## config.mk

```make
export PLATFORM = sky130hd
export DESIGN_NAME = ciphertext_receiver
export DESIGN_NICKNAME = d
export VERILOG_FILES = /design/src/rtl/ciphertext_receiver.sv
export SDC_FILE = /design/constraint.sdc
export NUM_CORES = 1
export LEC_CHECK = 0
export BUFFER_PORTS_ARGS = -buffer_cell sky130_fd_sc_hd__buf_2
export CAP_MARGIN = 20
export CORE_MARGIN = 5
export CORE_UTILIZATION = 30
export DETAILED_ROUTE_END_ITERATION = 8
export SYNTH_ARGS = -nofsm -noshare
export SYNTH_HDL_FRONTEND = slang
export SYNTH_SLANG_ARGS = --single-unit
```

## constraint.sdc

```tcl
create_clock -name clk -period 2.9 [get_ports clk]
set_clock_uncertainty 0.2 [all_clocks]
set_input_delay 0.145 -clock clk [delete_from_list [all_inputs] [get_ports clk]]
set_output_delay 0.145 -clock clk [all_outputs]
set_load 0.01 [all_outputs]
```

## src/rtl/ciphertext_receiver.sv

```systemverilog
// Serial ciphertext receiver: deframes MSB-first bits, optionally XOR-decrypts with a rotating key byte, buffers in a FIFO.
// Optional decrypt stage enabled by defining CIPHERTEXT_RECEIVER_DECRYPT_EN.
module ciphertext_receiver #(
    parameter int unsigned MSG_SIZE   = 8,
    parameter int unsigned KEY_SIZE   = 32,
    parameter int unsigned FIFO_DEPTH = 4
) (
    input  logic                          clk,
    input  logic                          rst_n,
    input  logic                          ena,
    input  logic                          iData_in,
    input  logic                          iData_flag,
    input  logic [KEY_SIZE-1:0]           iKey,
    output logic [MSG_SIZE-1:0]           oData,
    output logic                          oValid,
    input  logic                          iReady,
    output logic [$clog2(FIFO_DEPTH):0]   oCount,
    output logic                          oOverflow,
    output logic                          oFrame_error
);

    localparam int unsigned CNT_W = $clog2(MSG_SIZE + 1);
    localparam int unsigned PTR_W = (FIFO_DEPTH > 1) ? $clog2(FIFO_DEPTH) : 1;
    localparam int unsigned OCC_W = $clog2(FIFO_DEPTH) + 1;

    typedef enum logic [1:0] {IDLE, SHIFT, STORE, WAIT_LOW} state_t;

    state_t                state;
    state_t                state_n;
    logic [CNT_W-1:0]      bit_cnt;
    logic [CNT_W-1:0]      bit_cnt_n;
    logic [MSG_SIZE-1:0]   shift_reg;
    logic                  shift_en;
    logic                  push_req;
    logic                  err_c;
    logic [MSG_SIZE-1:0]   push_data;

    logic [MSG_SIZE-1:0]   mem [FIFO_DEPTH];
    logic [PTR_W-1:0]      wr_ptr;
    logic [PTR_W-1:0]      rd_ptr;
    logic [PTR_W-1:0]      rd_next;
    logic [OCC_W-1:0]      count_n;
    logic [MSG_SIZE-1:0]   head_n;
    logic                  pop;
    logic                  full;
    logic                  push_ok;
    logic                  drop;

    // State register
    always_ff @(posedge clk) begin
        if (!rst_n) begin
            state <= IDLE;
        end else begin
            state <= state_n;
        end
    end

    // Next-state and framing control; nothing moves while ena is low
    always_comb begin
        state_n   = state;
        bit_cnt_n = bit_cnt;
        shift_en  = 1'b0;
        push_req  = 1'b0;
        err_c     = 1'b0;
        if (ena) begin
            case (state)
                IDLE: begin
                    if (iData_flag) begin
                        shift_en  = 1'b1;
                        bit_cnt_n = CNT_W'(1);
                        state_n   = SHIFT;
                    end
                end
                SHIFT: begin
                    if (iData_flag) begin
                        shift_en  = 1'b1;
                        bit_cnt_n = bit_cnt + CNT_W'(1);
                        if (bit_cnt == CNT_W'(MSG_SIZE - 1)) begin
                            state_n = STORE;
                        end
                    end else begin
                        err_c     = 1'b1;
                        bit_cnt_n = '0;
                        state_n   = IDLE;
                    end
                end
                STORE: begin
                    push_req  = 1'b1;
                    bit_cnt_n = '0;
                    state_n   = iData_flag ? WAIT_LOW : IDLE;
                end
                WAIT_LOW: begin
                    if (!iData_flag) begin
                        state_n = IDLE;
                    end
                end
                default: state_n = IDLE;
            endcase
        end
    end

    // Deserializer
    always_ff @(posedge clk) begin
        if (!rst_n) begin
            bit_cnt      <= '0;
            shift_reg    <= '0;
            oFrame_error <= 1'b0;
        end else begin
            bit_cnt      <= bit_cnt_n;
            oFrame_error <= err_c;
            if (shift_en) begin
                shift_reg <= {shift_reg[MSG_SIZE-2:0], iData_in};
            end
        end
    end

`ifdef CIPHERTEXT_RECEIVER_DECRYPT_EN
    localparam int unsigned KEY_BYTES = KEY_SIZE / MSG_SIZE;
    localparam int unsigned KSEL_W    = (KEY_BYTES > 1) ? $clog2(KEY_BYTES) : 1;

    logic [KSEL_W-1:0] key_sel;

    // Key byte advances on every completed frame, including dropped ones
    always_ff @(posedge clk) begin
        if (!rst_n) begin
            key_sel <= '0;
        end else if (push_req) begin
            key_sel <= (key_sel == KSEL_W'(KEY_BYTES - 1)) ? '0 : key_sel + KSEL_W'(1);
        end
    end

    assign push_data = shift_reg ^ iKey[32'(key_sel) * MSG_SIZE +: MSG_SIZE];
`else
    logic unused_key;

    assign unused_key = ^iKey;
    assign push_data  = shift_reg;
`endif

    assign pop     = ena && oValid && iReady;
    assign full    = (oCount == OCC_W'(FIFO_DEPTH));
    assign push_ok = push_req && (!full || pop);
    assign drop    = push_req && !push_ok;
    assign rd_next = rd_ptr + PTR_W'(1);

    // Occupancy and registered head; head looks ahead so back-to-back pops need no bubble
    always_comb begin
        count_n = oCount;
        head_n  = oData;
        case ({push_ok, pop})
            2'b10:   count_n = oCount + OCC_W'(1);
            2'b01:   count_n = oCount - OCC_W'(1);
            default: count_n = oCount;
        endcase
        if (pop) begin
            head_n = (oCount == OCC_W'(1)) ? push_data : mem[rd_next];
        end else if (push_ok && oCount == '0) begin
            head_n = push_data;
        end
    end

    always_ff @(posedge clk) begin
        if (push_ok) begin
            mem[wr_ptr] <= push_data;
        end
    end

    always_ff @(posedge clk) begin
        if (!rst_n) begin
            wr_ptr    <= '0;
            rd_ptr    <= '0;
            oCount    <= '0;
            oValid    <= 1'b0;
            oData     <= '0;
            oOverflow <= 1'b0;
        end else begin
            if (push_ok) begin
                wr_ptr <= wr_ptr + PTR_W'(1);
            end
            if (pop) begin
                rd_ptr <= rd_next;
            end
            oCount <= count_n;
            oValid <= (count_n != '0);
            oData  <= head_n;
            if (drop) begin
                oOverflow <= 1'b1;
            end
        end
    end

endmodule

```

==> impl.org <==
** Status
- Outcome :: completed

** Critical path
- Worst stage delay on the critical path :: 0.44 ns
- Kind of start point of the critical path :: flop
- The setup path with the least slack is of type flop to flop.
- Of all nets on the critical path, the largest fanout is 8.
- Highest-delay cell along the critical path :: sky130_fd_sc_hd__dfxtp_1
- STA classifies the critical path endpoint as a flop.
- At the worst endpoint, the required time is 2.92 ns.
- Data arrival time of the critical path :: 2.69 ns
- Critical Path, Cell by Cell :: inv_1 -> ha_1 -> a31oi_2 -> inv_1 -> ha_1 -> o31ai_1 -> o31ai_1 -> o31a_1

** Synthesis
- The synthesized design devotes to its leading area cell type 33.8% of total area.
- Counting flops and latches in the post-synthesis netlist gives 64.
- Synthesized net count :: 282
- Post-synthesis area per instance :: 12.5 um^2
- Synthesis handed over a netlist of 227 instances.
- The biggest area contributor in the post-synthesis netlist is sky130_fd_sc_hd__edfxtp_1.
- After synthesis, the most frequently instantiated cells are 32 x sky130_fd_sc_hd__dfxtp_1, 32 x sky130_fd_sc_hd__edfxtp_1, 20 x sky130_fd_sc_hd__nand2_1.
- Distinct cell type count after synthesis :: 48
- In the synthesized netlist the async set-or-reset flop fraction comes to 0%.
- Biggest area contributors in the synthesized netlist :: sky130_fd_sc_hd__edfxtp_1 34%, sky130_fd_sc_hd__dfxtp_1 23%, sky130_fd_sc_hd__ha_1 7.5%
- Sequential fraction of the synthesis area :: 56.3%
- For this run, the leading register cell type out of synthesis is sky130_fd_sc_hd__edfxtp_1.
- In this run the cell area of the synthesized design comes to 2840 um^2.
- Number of enable flip-flop cells after synthesis :: 32
- The Yosys step of the flow raised 0 warnings.

** Floorplanning
- For this configuration, the core starts out at a cell density of 30.8%.
- The die is 107 um wide.
- Die span in y :: 107 um
- The total area inside the core boundary comes to 9240 um^2.
- In this run the core area contains 35 standard-cell rows.
- Pin placement for this block handled 52 I/O pins.
- Area of the die :: 11500 um^2

** Power
- Summed over all nets, the switching power comes to 0.000375 W.
- Cell internal power dissipation :: 0.00136 W
- The worst-case IR drop observed on VDD is 0.000168 V.
- The clock network accounts for 41.9% of the total power.
- Switching share of power :: 21.6%
- For this design the ratio of total power to cell area is 531 nW/um^2.
- Portion of total power attributed to sequential cells :: 54.8%
- In this run the static leakage power is 1.25 nW.
- Combinational logic is responsible for 3.4% of the overall power.

** Placed design
- Gpl congestion :: 0.762
- The HPWL after detailed placement is 3590 um.
- Number of input and output port buffers inserted :: 19
- Once placement completed, the tool counted placed cells totaling 368.
- Cell Area, Placed :: 3060 um^2

** STA
- Counting I/O delays and the setup requirement, the final critical path takes 2.67 ns.
- The worst path uses 92.0% of the clock period.
- The final count of hold timing violations is 0.
- Final Max Slew Viols :: 0
- Final-layout setup total negative slack :: 0 ns
- Headroom to the max-slew limit came out at 54.4%.
- Highest attainable clock frequency :: 375 MHz
- Setup repair after global routing missed its margin :: false
- Setup violations remaining at the end of the flow were counted as 0.
- For the pin with the worst max-slew slack, the measured transition is 0.682 ns.

** Final layout
- Growth of design area from synthesis to finish :: 15.0%
- The repair_antennas step left the layout with diodes totalling 0.
- Number of cells in the finished layout apart from fillers :: 386
- Layout fillers :: 895
- Of the cells placed in the final design, the portion with a size suffix greater than 1 is 20.2%.
- The finished cells cover 3270 um^2.
- For this run, the post-layout net count is 307.

** Routing
- Dividing the detail-routed via count by the number of cells gives 4.67.
- The first detailed-routing pass took 4 iterations.
- Initial drt markers :: 81
- Final routed wire length divided by cell count :: 14.1 um
- In the routed design, unresolved DRC markers number 0.
- In this run the remaining antenna-violating nets after routing total 0.
- Routed wire length :: 5440 um
- Detailed-route via count :: 1801

** Global routing
- The first global-routing pass estimated 8930 um of wire.
- Antenna violations before repair :: 0
- Summed over all layers, the global routing overflow is 0.
- Number of global-route vias before repair :: 1758
- Largest net degree at the start of global routing :: 23
- Overall Global Routing Usage :: 10.3%

** Clock network
- TritonCTS built the clock tree.
- In this run, post-CTS repair resized a total of 0 instances.
- In this run the post-CTS setup repair buffer count came out at 0.
- TritonCTS buffer count :: 9
- The H-tree was split into 3 levels.
- Clock Sinks :: 64
- Clock insertion delay at the later pin of the skew report :: 0.33 ns
- CTS Hold Bufs :: 2
- CTS placed an instance of sky130_fd_sc_hd__clkbuf_8 at the clock tree root.
- In this run the deepest clock path goes through 2 buffers.
- After clock tree synthesis, the clock-pin slew on the worst setup and hold paths is 0.07 ns.

** Worst hold path
- Class of the tightest hold or removal check :: input port to flop

** Job
- Number of max-capacitance violations reported :: 0
-- kinds of logic after synthesis --
| family | after synthesis | synth area share [%] |
|---|---|---|
| AND/OR/NAND/NOR | 87 | 16.2 |
| flip-flops | 64 | 56.3 |
| AO/OA/AOI/OAI | 20 | 5.68 |
| multiplexers | 19 | 10.6 |
| buffers and inverters | 17 | 2.73 |
| adder cells (fa/ha/maj) | 17 | 7.48 |
| XOR/XNOR | 3 | 0.924 |
-- path summary, 6_finish.rpt --
path | from | end | slack, ns | cells past startpoint
max | oCount[0] | oValid | 0.23 | 8
min | iData_flag | state[1] | 0.04 | 3
max reg2reg | oCount[0] | oValid | 0.23 | 8
min reg2reg | oOverflow | oOverflow | 0.26 | 1
-- power by group through the flow --
stage | Combinational (W) | Clock (W) | Sequential, W
after floorplan | 0.0000426 | 0 | 0.000970
after global routing | 0.0000632 | 0.000797 | 0.000951
after global placement | 0.0000558 | 0 | 0.000971
final | 0.0000583 | 0.000727 | 0.000951
after detailed placement | 0.0000560 | 0 | 0.000971
after CTS | 0.0000583 | 0.000760 | 0.000950
-- per-layer routing --
layer | GRT usage (%) | vias to the layer above | part of all wire (%)
met3 | 3.42 | 11 | 3.7
met2 | 16.2 | 30 | 48
met5 | 0 | - | 0
met1 | 12.8 | 876 | 46
li1 | - | 884 | -
met4 | 4.87 | 0 | 1.8
-- worst max-delay path, delay by kind of cell, from the launching register on --
kind / cells / cell delay (ns)
AOI/OAI and AO/OA: 4 / 1.06
adders and majority gates: 2 / 0.64
buffers and inverters: 2 / 0.21
DFF: 1 / 0.44
-- layout by cell type (no fill, tap or decap), drive strengths merged, types with 2 or more instances in the layout --
cell / count
o21ai: 3
inv: 9
nand4: 7
clkinv: 4
nand2: 20
nor2b: 2
and2: 6
nor3: 3
buf: 20
edfxtp: 32
dfxtp: 32
nand4b: 2
ha: 17
clkbuf: 10
mux2i: 11
mux4: 8
nor2: 17
nand3: 20
a31oi: 2
and3b: 2
dlygate4sd3: 2
a211oi: 2
xnor2: 2
o21a: 2
a21oi: 4
o31ai: 2
and3: 2
-- stage by stage --
step / util (%) / hold slack, ns / power [W] / setup WS, ns
after floorplan: - / 0.0889 / 0.00101 / 0.472
after global placement: 33.2 / 0.200 / 0.00103 / 0.266
after detailed placement: 33.2 / 0.203 / 0.00103 / 0.250
after CTS: 35.4 / 0.0200 / 0.00177 / 0.232
after global routing: 35.4 / 0.0574 / 0.00181 / 0.0338
final: 35.4 / 0.0418 / 0.00174 / 0.231
-- final cells by class --
class	instances	area [um^2]	area share, %
clock buffer	10	128	3.90
clock inverter	6	58.8	1.80
inverter	9	33.8	1.03
multi-input combinational	146	1160	35.6
sequential	64	1600	49.0
tap	129	161	4.93
timing repair buffer	22	123	3.75
-- registers in the layout, summed over array words and instances, names as in the netlist --
name          count
bit_cnt           4
mem              32
oCount            3
oData             8
oFrame_error      1
oOverflow         1
oValid            1
push_data         8
rd_ptr            2
state             2
wr_ptr            2
Power figures use the tool's default switching activity.
